===== src/rtl/pipe_stage_buffer.sv =====
// In-order DEPTH-entry inter-stage buffer (ctrl + data) with valid/ready, flush and bubble zeroing.
// Latency 1 cycle; in_ready depends only on registered occupancy, so a stall backs up without a comb path.
module pipe_stage_buffer #(
    parameter int DATA_W = 32,
    parameter int CTRL_W = 16,
    parameter int DEPTH  = 2,
    localparam int CW = $clog2(DEPTH + 1),
    localparam int PW = (DEPTH > 1) ? $clog2(DEPTH) : 1
) (
    input  logic              Clk,
    input  logic              Reset,
    input  logic              flush,
    input  logic              in_valid,
    output logic              in_ready,
    input  logic [CTRL_W-1:0] in_ctrl,
    input  logic [DATA_W-1:0] in_data,
    output logic              out_valid,
    input  logic              out_ready,
    output logic [CTRL_W-1:0] out_ctrl,
    output logic [DATA_W-1:0] out_data,
    output logic [CW-1:0]     count
);

    typedef struct packed {
        logic [CTRL_W-1:0] ctrl;
        logic [DATA_W-1:0] data;
    } entry_t;

    entry_t          mem_q [DEPTH];
    logic [PW-1:0]   wptr_q, wptr_d;
    logic [PW-1:0]   rptr_q, rptr_d;
    logic [CW-1:0]   count_q, count_d;
    logic            push, pop;

    // Pointers wrap explicitly so DEPTH need not be a power of two.
    function automatic logic [PW-1:0] ptr_inc(input logic [PW-1:0] p);
        return (p == PW'(DEPTH - 1)) ? '0 : p + PW'(1);
    endfunction

    always_comb begin
        in_ready  = (count_q < CW'(DEPTH));
        out_valid = (count_q != '0);
        push      = in_valid & in_ready & ~flush;
        pop       = out_valid & out_ready & ~flush;
        wptr_d    = wptr_q;
        rptr_d    = rptr_q;
        count_d   = count_q;
        if (flush) begin
            wptr_d  = '0;
            rptr_d  = '0;
            count_d = '0;
        end else begin
            if (push) wptr_d = ptr_inc(wptr_q);
            if (pop)  rptr_d = ptr_inc(rptr_q);
            case ({push, pop})
                2'b10:   count_d = count_q + CW'(1);
                2'b01:   count_d = count_q - CW'(1);
                default: count_d = count_q;
            endcase
        end
    end

    always_ff @(posedge Clk) begin
        if (!Reset) begin
            wptr_q  <= '0;
            rptr_q  <= '0;
            count_q <= '0;
        end else begin
            wptr_q  <= wptr_d;
            rptr_q  <= rptr_d;
            count_q <= count_d;
        end
    end

    always_ff @(posedge Clk) begin
        if (!Reset) begin
            for (int i = 0; i < DEPTH; i++) mem_q[i] <= '0;
        end else if (push) begin
            mem_q[wptr_q] <= '{ctrl: in_ctrl, data: in_data};
        end
    end

    // An empty buffer presents a bubble: all-zero control means no downstream side effects.
    assign out_ctrl = out_valid ? mem_q[rptr_q].ctrl : '0;
    assign out_data = out_valid ? mem_q[rptr_q].data : '0;
    assign count    = count_q;

endmodule

===== config.mk =====
export PLATFORM = sky130hd
export DESIGN_NAME = pipe_stage_buffer
export DESIGN_NICKNAME = d
export VERILOG_FILES = /design/src/rtl/pipe_stage_buffer.sv
export SDC_FILE = /design/constraint.sdc
export NUM_CORES = 1
export LEC_CHECK = 0
export ABC_AREA = 1
export CAP_MARGIN = 5
export CORE_MARGIN = 3
export CORE_UTILIZATION = 54
export CTS_CLUSTER_SIZE = 20
export DETAILED_ROUTE_END_ITERATION = 7
export GPL_ROUTABILITY_DRIVEN = 0
export HOLD_SLACK_MARGIN = 0.12
export PLACE_DENSITY = 0.82
export SLEW_MARGIN = 40
export SYNTH_ARGS = -nofsm -noshare
export SYNTH_HDL_FRONTEND = slang
export SYNTH_SLANG_ARGS = --single-unit

===== constraint.sdc =====
create_clock -name Clk -period 7.55 [get_ports Clk]
set_input_delay 1.1325 -clock Clk [delete_from_list [all_inputs] [get_ports Clk]]
set_output_delay 1.1325 -clock Clk [all_outputs]
set_load 0.03 [all_outputs]

# == After elaboration in Yosys (flattened, before gate mapping) ==
# Memory sizes are Yosys's and may differ from the RTL's. A register that Yosys moved wholly into a read port is not among the register bits.
# Index checks and enable logic that the tools add are counted.
# word_totals
mem_bits_ro,0
out_inout_bits,52
wordCells,35
n_memories,1
latchBits,0
ramBits,96
ff_bits,4
# memory_table
name,depth,word_bits,read_ports,rd_ports_with_merged_regs,wr,line_no,source
mem_q,2,48,1,1,2,29,entry_t mem_q [DEPTH];
# classes
n_reduce_logical,4
bitwise,6
multipliers,0
muxes,14
order_cmp,1
n_shift,0
n_addsub,4
div,0
eq_ne,2
# op_table
op,n
$mux W48,1
$reduce_or A48 Y1,1
$mux W32,1
$mux W16,1
$mux W1,10
$and A1 B1 Y1,4
$pmux W2 S2,1
$reduce_bool A2 Y1,2
$add A1 B1 Y1 const B,2
$add A2 B1 Y2 const B,1
$eq A2 B1 Y1 const B,1
$eq A2 B2 Y1 const B,1
$lt A2 B2 Y1 const B,1
$not A1 Y1,2
$reduce_or A2 Y1,1
$sub A2 B1 Y2 const B,1

# == Longest topological paths before layout ==
# depth
ltp_word,8
ltp_mapped,10
mapped_depth_nobuf,10

# == Least setup slack after synthesis ==
# OpenSTA, ideal clock, no wires.
# synth_timing
kind,input to register
startpoint,input port flush
endpoint,memory mem_q[0][0] in the netlist's numbering (enable)
t_arrival_ps,2759
required_ps,7143
path_stages,7
path_slack_ps,4384
path_cell_list,inv_2 -> nand3_4 -> nor2_1 -> nand2_1 -> buf_6 -> buf_6 -> nand2_1
# synth_rtl
item,line_no,source
from (decl),12,"input logic flush,"
to (decl),29,

==> metrics.md <==
| Metric | Value |
|---|---|
| Static leakage power | `2.30 nW` |
| Number of antenna violations at the first check in global routing | `0` |
| Fin Setup TNS | `0 ps` |
| Wire length of the first global-routing pass | `15.5 mm` |
| Mean routed wirelength per cell | `14.8 um` |
| Final number of hold-violating endpoints | `0` |
| Max Clock Skew | `8.59 ps` |
| Cell area after synthesis | `4530 sq um` |
| Critical path data required time | `between 6000 and 7000 ps` |
| Number of design rule violations left after detail routing | `0` |
| R2R Path Start | `count[1]` |
| Areal power density over the cells | `186 nW/um^2` |
| Proportion of layout cells with a drive suffix above 1 | `about a tenth` |
| Total Routing Usage GR | `20.3%` |
| Data arrival time of the worst path | `2960 ps` |
| DP Area | `5650 sq um` |
| Cell depth of the worst hold path | `2` |
| Number of pins with negative max-slew slack in the final report | `0` |
| Post-synthesis register bit count | `101` |
| Post-Synthesis Net Count | `508` |
| Hold wc startpoint | `wptr_q` |
| Slew at the pin closest to its max-slew limit | `approximately 670 ps` |
| Worst R2R End | `mem_q[0][30]` |
| Status | `completed` |
| Clock insertion delay at the later pin of the skew report | `350 ps` |
| Critical Path Sink Type | `output port` |
| Least setup slack across all paths after layout | `3460 ps` |
| Initial core utilization | `57.2%` |
| Slew margin rel. | `55.3%` |
| Share of the synthesized area in the top cell type | `63.6%` |
| Reg2Reg Depth | `5` |
| Sum of internal, switching and leakage power | `between 1 and 1.5 mW` |
| Detailed Routing Iterations Pass 1 | `5` |
| Max Root-Sink Buffers | `2` |
| Overflow left after global routing | `0` |
| Pin count of the biggest net entering global routing | `50` |
| Crit path launch type | `register` |
| Highest achievable clock rate | `about 240 MHz` |
| Final net count | `602` |
| Row Count | `32` |
| Core region area | `7930 sq um` |
| Number of levels the H-tree was split into | `3` |
| Via count of the first global-routing pass | `3368` |
| Clock tree from TritonCTS | `built` |
| Growth of design area from synthesis to finish | `28.6%` |
| Kind of path behind the tightest hold check | `register to register` |
| Post-CTS Resized | `0` |
| Antenna Nets Post-Route | `0` |
| Dominant synthesized flop cell | `sky130_fd_sc_hd__edfxtp_1` |
| Post-CTS setup repair buffer count | `0` |
| Proportion of synthesized flip-flops having asynchronous set or reset | `0%` |
| Count of input and output buffers | `between 100 and 150` |
| Setup slack at placement | `3840 ps` |
| Number of DRC violations after detailed-routing iteration 0 | `244` |
| Main area contributors after synthesis | `sky130_fd_sc_hd__edfxtp_1 64%, sky130_fd_sc_hd__nand2_1 8.9%, sky130_fd_sc_hd__nor2_1 6.5%` |
| Worst setup slack for register-to-register paths | `between 5000 and 6000 ps` |
| Crit path time final | `around 4100 ps` |
| Worst hold slack | `534 ps` |
| Area enclosed by the die boundary | `9530 sq um` |
| Number of buffers inserted during clock tree synthesis | `9` |
| Antenna Diode Count | `0` |
| Count of warnings emitted by yosys | `0` |
| Highest fanout seen on the critical path | `about 50` |
| Count of endpoints failing setup in the final report | `0` |
| Worst Path Class, Setup | `register to output port` |
| I/O pins | `105` |
| Finished Cell Area | `roughly 5800 sq um` |
| Peak VDD IR | `0.114 mV` |
| Via-per-instance ratio | `~5` |
| Final critical-path share of the clock period | `54.2%` |
| Total Routed Length | `9.66 mm` |
| Most common library cells after synthesis | `107 x sky130_fd_sc_hd__nand2_1, 96 x sky130_fd_sc_hd__edfxtp_1, 79 x sky130_fd_sc_hd__nor2_1` |
| Clock-pin slew on the worst setup and hold paths | `roughly 90 ps` |
| Number of max-cap violations | `0` |
| Post-synthesis area per instance | `9.98 sq um` |
| Count of flip-flops with a built-in enable after synthesis | `96` |
| Number of vias in the routed layout | `3299` |
| Number of clock sinks seen by CTS | `a little over 100` |
| Dominant cell by count in the synthesized netlist | `sky130_fd_sc_hd__nand2_1` |
| Number of hold buffers added after CTS | `0` |
| Hold worst-path end | `wptr_q` |
| Unrepaired setup endpoints after global routing | `false` |
| Number of library cell types mapped by synthesis | `20` |
| Post-DP HPWL | `6.32 mm` |
| Vertical die dimension | `97.6 um` |
| Share of synthesized area occupied by flip-flops and latches | `65.8%` |
| Library cell with the largest summed area after synthesis | `sky130_fd_sc_hd__edfxtp_1` |
| Overall die width | `97.6 um` |
| Clock root buffer master | `sky130_fd_sc_hd__clkbuf_8` |
| Mapped Cells | `around 450` |
-- cell families after synthesis --
kind of cell | count (synthesis) | share of synthesized area (%)
AND/OR/NAND/NOR | 220 | 20.4
flip-flops | 101 | 65.8
buffers and inverters | 82 | 7.92
AO/OA/AOI/OAI | 49 | 5.41
XOR/XNOR | 1 | 0.193
adder cells (fa/ha/maj) | 1 | 0.276
-- critical path, cell delays in order, from the launching register on --
cell and delay (ps):
sky130_fd_sc_hd__dfxtp_4 690, sky130_fd_sc_hd__clkinv_1 660, sky130_fd_sc_hd__buf_4 450, sky130_fd_sc_hd__nand2_1 90
sky130_fd_sc_hd__a21oi_1 80, sky130_fd_sc_hd__clkdlybuf4s50_1 600
-- final cells by class --
type	instances	area [sq um]
Sequential cell	101	2990
Fill cell	576	2100
Multi-Input combinational cell	271	1220
Timing Repair Buffer	108	1100
Inverter	57	214
Clock buffer	11	131
Tap cell	102	128
Clock inverter	4	50.0
-- metal layers --
layer,vias up,routed length [um],track usage (%)
li1,1625,-,-
met1,1556,3930,24.2
met2,104,5020,36.2
met3,14,552,3.45
met4,0,170,8.20
met5,-,0,0
-- how the worst max path moves through the flow --
stage                         to  slack (ps)  cells after the start
finish               out_data[9]        3460                      5
global route         out_data[9]        3310                      5
CTS                  out_data[0]        3430                      5
detailed placement  out_ctrl[10]        3840                      5
global placement     out_data[0]        3370                      5
floorplan            mem_q[0][0]        4380                      7
-- sequential cells by signal, indices dropped and copies added (netlist names), named ones only --
signal,cells
rptr_q,1
mem_q,96
wptr_q,1
count,2
-- cell usage in the layout (no fill, tap or decap), drive strengths merged, types with 2 or more instances in the layout --
cell type,count
a21oi,49
buf,4
clkbuf,11
clkdlybuf4s50,104
clkinv,2
clkinvlp,2
dfxtp,5
edfxtp,96
inv,56
nand2,107
nand3,3
nor2,108
-- report_power, final --
group	switching, mW	internal, mW
registers	0.00886	0.639
clock network	0.175	0.151
logic	0.0621	0.0471
total	0.246	0.837
-- metrics by stage --
stage | utilization, % | std cells
6_report | 73.5 | 654
5_1_grt | 73.5 | 654
4_1_cts | 73.5 | 654
3_5_place_dp | 71.2 | 639
3_3_place_gp | 70.5 | 637
2_1_floorplan | - | 454
(Power assumes the default switching activity.)
